File: src/rtl/param_sp_ram_clr.sv
// Parametrised single-port synchronous RAM with per-byte write enables,
// a one-cycle read-valid pulse and a reset-triggered clear sweep.
module param_sp_ram_clr #(
   parameter int                 DATA_W     = 8,
   parameter int                 ADDR_W     = 2,
   parameter bit                 INIT_CLEAR = 1'b1,
   parameter logic [DATA_W-1:0]  CLR_VAL    = '0
) (
   input  logic                  clk,
   input  logic                  rst,
   input  logic                  req,
   input  logic                  we,
   input  logic [ADDR_W-1:0]     addr,
   input  logic [DATA_W-1:0]     din,
   input  logic [DATA_W/8-1:0]   be,
   output logic [DATA_W-1:0]     dout,
   output logic                  rvalid,
   output logic                  busy
);

   localparam int DEPTH  = 2**ADDR_W;
   localparam int NBYTES = DATA_W/8;
   localparam logic [ADDR_W-1:0] LAST_ADDR = ADDR_W'(DEPTH-1);

   typedef enum logic {CLEAR, IDLE} state_t;

   state_t              state;
   state_t              state_nxt;
   logic [ADDR_W-1:0]   clr_ptr;

   logic                wr_en;
   logic [ADDR_W-1:0]   wr_addr;
   logic [DATA_W-1:0]   wr_data;
   logic [NBYTES-1:0]   wr_be;
   logic                rd_en;

   logic [DATA_W-1:0]   mem [DEPTH];

   // Expand per-byte enables into a per-bit mask.
   function automatic logic [DATA_W-1:0] expand_be(input logic [NBYTES-1:0] b);
      logic [DATA_W-1:0] m;
      m = '0;
      for (int i = 0; i < NBYTES; i++) begin
         m[i*8 +: 8] = {8{b[i]}};
      end
      return m;
   endfunction

   function automatic logic [DATA_W-1:0] merge_bytes(input logic [DATA_W-1:0] old_w,
                                                     input logic [DATA_W-1:0] new_w,
                                                     input logic [NBYTES-1:0] b);
      logic [DATA_W-1:0] m;
      m = expand_be(b);
      return (old_w & ~m) | (new_w & m);
   endfunction

   // Next-state and access decode; reset suppresses every memory access.
   always_comb begin
      state_nxt = state;
      wr_en     = 1'b0;
      wr_addr   = addr;
      wr_data   = din;
      wr_be     = be;
      rd_en     = 1'b0;
      case (state)
         CLEAR: begin
            wr_en   = !rst;
            wr_addr = clr_ptr;
            wr_data = CLR_VAL;
            wr_be   = '1;
            if (clr_ptr == LAST_ADDR) begin
               state_nxt = IDLE;
            end
         end
         IDLE: begin
            wr_en = !rst && req && we;
            rd_en = !rst && req && !we;
         end
         default: state_nxt = IDLE;
      endcase
   end

   always_ff @(posedge clk) begin
      if (rst) begin
         state   <= INIT_CLEAR ? CLEAR : IDLE;
         busy    <= INIT_CLEAR;
         clr_ptr <= '0;
         rvalid  <= 1'b0;
         dout    <= '0;
      end else begin
         state  <= state_nxt;
         busy   <= (state_nxt == CLEAR);
         rvalid <= rd_en;
         if (state == CLEAR) begin
            clr_ptr <= clr_ptr + 1'b1;
         end
         if (rd_en) begin
            dout <= mem[addr];
         end
      end
   end

   // Storage array carries no reset; the sweep gives it defined contents.
   always_ff @(posedge clk) begin
      if (wr_en) begin
         mem[wr_addr] <= merge_bytes(mem[wr_addr], wr_data, wr_be);
      end
   end

endmodule

File: config.mk
export PLATFORM = sky130hd
export DESIGN_NAME = param_sp_ram_clr
export DESIGN_NICKNAME = d
export VERILOG_FILES = /design/src/rtl/param_sp_ram_clr.sv
export SDC_FILE = /design/constraint.sdc
export NUM_CORES = 1
export LEC_CHECK = 0
export BUFFER_PORTS_ARGS = -buffer_cell sky130_fd_sc_hd__buf_2
export CORE_MARGIN = 3
export CORE_UTILIZATION = 45
export CTS_CLUSTER_SIZE = 16
export DETAILED_ROUTE_END_ITERATION = 8
export PLACE_DENSITY_LB_ADDON = 0.1
export REMOVE_ABC_BUFFERS = 1
export SETUP_SLACK_MARGIN = 0.3
export SLEW_MARGIN = 40
export SYNTH_ARGS = -nofsm -noshare
export SYNTH_HDL_FRONTEND = slang
export SYNTH_SLANG_ARGS = --single-unit
export TNS_END_PERCENT = 30
File: constraint.sdc
create_clock -name clk -period 5 [get_ports clk]
set_input_delay 0.75 -clock clk [delete_from_list [all_inputs] [get_ports clk]]
set_output_delay 0.75 -clock clk [all_outputs]
set_load 0.05 [all_outputs]
---- Word level (Yosys, flattened, before mapping) ----
Memory sizes are Yosys's and may differ from the RTL's. A register that Yosys moved wholly into a read port is not among the register bits.
Index checks and enable logic that the tools add are counted.
Widths: inputs -> output; s select.
word-level totals
  register bits ........................... 5
  RAM bits ................................ 32
  input port bits ......................... 15
  output and inout port bits .............. 10
  word-level logic and storage cells ...... 27
  memories ................................ 1
memories
  memory  depth  bits a word  read ports  clocked after Yosys merged registers in  write ports  line  source
  mem     4      8            2           1                                        1            37    logic [DATA_W-1:0] mem [DEPTH];
cells by class
  add/sub/neg operators ................... 1
  equality and inequality tests ........... 1
  muxes and demuxes ....................... 9
  bitwise operators ....................... 6
  reduce and logical (&&, ||, !) cells .... 5
operator list
  cell                 count
  $and 8x8->8          2
  $mux 8               1
  $not 8->8            1
  $or 8x8->8           1
  $mux 1               6
  $logic_and 1x1->1    3
  $add 2x1->2 const B  1
  $eq 2x2->1 const B   1
  $logic_not 1->1      2
  $mux 2               1
  $not 1->1            2
  $pmux 1 s2           1

---- Depth between registers and ports, before layout ----
  depth after elaboration ................. 6
  gate-level depth with buffers ........... 6
  gate-level depth less buffers ........... 4

---- Worst setup path before layout ----
Ideal clock, no wire load.
  kind .................................... input to register
  from .................................... input addr[1]
  to ...................................... memory mem[1][0] (enable)
  library setup time ...................... 0.373 ns
  arrival time ............................ 1.714 ns
  required time ........................... 4.627 ns
  slack ................................... 2.913 ns
  stages .................................. 4
  buffers on the path ..................... 1
  cell sequence ........................... buf_4 and2b_1 a21o_1 nor2b_1
on the way
  word-level cells in the longest chain between the ends .. 1
ends and longest elaborated chain
  element             line  source
  start: declaration  13    input logic [ADDR_W-1:0] addr,
  $mux 2              65    case (state)
  end: declaration    37
No other way between the ends.

---- Final worst setup path ----
  from .................................... register state
  to ...................................... memory mem[0][5] (enable)
on the way
  word-level cells in the longest chain between the ends .. 4
  elaborated cells between the ends (all ways) .. 5
  those cells by class .................... mux (4); bitwise (1)
ends and longest elaborated chain
  element                       line  source
  start: declaration            27    state_t state;
  start signal: assignment      85    state <= INIT_CLEAR ? CLEAR : IDLE;
  start signal: assignment      91    state <= state_nxt;
  $not 1->1                     n/a
  $pmux 1 s2                    65
  $mux 1                        105   if (wr_en) begin
  $mux 1 (implied by the code)  106   mem[wr_addr] <= merge_bytes(mem[wr_addr], wr_data, wr_be);
Parallel ways exist; a longest one is shown, timed or not.

==> impl_metrics.tcl <==
set metrics [dict create \
    globalRouteTotalUtil 0.1706 \
    drc 0 \
    syn_to_final_growth_pct 12.38 \
    cts_root_buf "clkbuf_8" \
    core-area_um2 4173 \
    wl_mm 4.184 \
    p_leak_nw 0.8314 \
    drv_cap 0 \
    final_cells 229 \
    yosysSeqAreaShare 0.6010 \
    placed_cells 221 \
    io_buffers 24 \
    outcome "finished clean" \
    synth_cell_type_count 31 \
    initial_core_util 0.4870 \
    placementRows 23 \
    synth_ff_type "edfxtp_1" \
    grt_max_degree 23 \
    min_period_ns 2.329 \
    num-nets-final 194 \
    worst_pin_slew_ns 0.7887 \
    place_area_um2 2168 \
    setup_ws_ns 2.671 \
    clock_sinks 45 \
    fp.dieArea_um2 5358 \
    num_antenna_cells 0 \
    hp-class "reg -> reg" \
    finalHoldViolations 0 \
    fin_skew_ns 0.009042 \
    worstPathRequired_ns 4.94 \
    synth_warnings 0 \
    first_pass_iters 4 \
    synth_top_area_cell "edfxtp_1" \
    ant_nets 0 \
    yosys-top-cells-area "edfxtp_1 (47%), dfxtp_1 (13%), mux4_2 (4.4%), o21ai_0 (3.2%), a22oi_1 (3.0%)" \
    peakVddDrop_uv 213.3 \
    relSlewSlack 0.4735 \
    clock_latency_ns 0.30 \
    synth_top_area_share 0.4729 \
    critPathKind "reg -> reg" \
    crit_arrival_ns 2.27 \
    post-place-ws_ns 2.308 \
    cts-resized-gates 0 \
    yosysMostFrequentCell "edfxtp_1" \
    drtIter0Drc 44 \
    cts.htree.levels 2 \
    postCtsSetupBuffers 0 \
    p_total_w 0.0008746 \
    start_kind "register" \
    postCtsHoldBufs 0 \
    synth_edf_count 32 \
    grt_setup_unrepaired "no" \
    syn_area_um2 2032 \
    drive_above_1_share 0.2402 \
    cp-end-kind "register" \
    die_y_um 73.20 \
    vias 1340 \
    timing.final.setup_violations 0 \
    overflow 0 \
    fill_cells 343 \
    grt_pass1_vias 1302 \
    ioPinCount 25 \
    grt_pass1_wl_mm 6.803 \
    p_per_area_nw_per_um2 383.0 \
    die_x_um 73.20 \
    synth_common_cells "edfxtp_1 (32), dfxtp_1 (13), o21ai_0 (13)" \
    avgSynthCellArea_um2 13.11 \
    synthArstFlopShare 0 \
    routabilityCongestion 0.8520 \
    ys_ff_latch 45 \
    clkTransAtPathRegs_ns 0.08 \
    antenna_found_initial 0 \
    design_area_um2 2283 \
    routed_via_density 5.852 \
    cts_tree "yes" \
    numCtsBuffers 5 \
    routedWlPerCell_um 18.27 \
    maxClockFrequency_ghz 0.4293 \
    post_synth_inst_count 155 \
    cp_max_fo 22 \
    dp_hpwl_mm 2.985 \
    fin_setup_tns_ns 0 \
    cts_buffer_depth 2 \
    min_period_over_period 0.4659 \
    finalMaxSlewViolations 0 \
]
-- path summary, 6_finish.rpt --
check / start / end / slack, ns / cells past startpoint
worst min register to register: dout[4]$_SDFFE_PP0P_ / dout[4]$_SDFFE_PP0P_ / 0.47 / 2
worst max-delay path: state$_SDFF_PP0_ / mem[0][5]$_DFFE_PP_ / 2.67 / 3
worst min-delay path: dout[4]$_SDFFE_PP0P_ / dout[4]$_SDFFE_PP0P_ / 0.47 / 2
worst max register to register: state$_SDFF_PP0_ / mem[0][5]$_DFFE_PP_ / 2.67 / 3
-- flip-flops by register name (all words and copies together) (netlist names) --
name,cells
state,1
mem,32
rvalid,1
busy,1
dout,8
clr_ptr,2
-- per-layer routing --
layer  GRT usage  share of wire
met2      0.2532           0.44
met1      0.2430           0.47
met3     0.04545          0.078
met5           0              0
met4     0.05533          0.014
-- worst max-delay path, cell delays in order, from the launching register on --
cell	delay, ns
dfxtp_1	0.84
nand2b_1	0.19
o32ai_4	0.27
nor2b_1	0.67
-- power breakdown --
| part | total (W) | internal (W) | switching [W] |
|---|---|---|---|
| combinational | 0.000133 | 0.0000562 | 0.0000766 |
| sequential | 0.000466 | 0.000438 | 0.0000280 |
| clock | 0.000276 | 0.000150 | 0.000126 |
| total | 0.000875 | 0.000644 | 0.000231 |
-- logic make-up (layout without fill, tap and decap cells) --
| logic type | after synthesis | after routing | synth area share |
|---|---|---|---|
| multiplexers | 11 | 11 | 0.09606 |
| flip-flops | 45 | 45 | 0.6010 |
| buffers and inverters | 11 | 35 | 0.03325 |
| AO/OA/AOI/OAI | 50 | 50 | 0.1644 |
| XOR/XNOR | 1 | 1 | 0.004311 |
| adder cells (fa/ha/maj) | 1 | 1 | 0.006157 |
| AND/OR/NAND/NOR | 36 | 36 | 0.09483 |
-- layout make-up --
cell class              instances  area, um^2  share of cell area
clock buffers                   5       68.82             0.03014
well taps                      50       62.56             0.02740
inverters                       2       7.507            0.003288
clock inverters                 3       43.79             0.01918
flip-flops and latches         45        1221              0.5348
multi-input cells              99       752.0              0.3293
repair buffers                 25       127.6             0.05589
-- cell usage in the layout, fill, tap and decap left out, types with 2 or more instances in the layout --
cell type  count
edfxtp_1      32
buf_2         24
o21ai_0       13
dfxtp_1       13
nand2_1       11
a21oi_1       10
nand2b_1       9
a22oi_1        8
nor2_1         6
a221oi_1       6
clkbuf_8       5
nor2b_1        4
mux4_2         4
o21ai_1        4
a21o_1         3
mux2i_1        3
nor3b_1        2
inv_1          2
a31oi_1        2
mux4_1         2
mux2_2         2
o211ai_1       2
-- through the flow --
step	hold WS, ns	utilization
finish	0.4666	0.5472
global route	0.4918	0.5472
CTS	0.4728	0.5466
detailed placement	0.4595	0.5196
global placement	0.4476	0.5196
floorplan	0.5669	-
(Power assumes the default switching activity.)
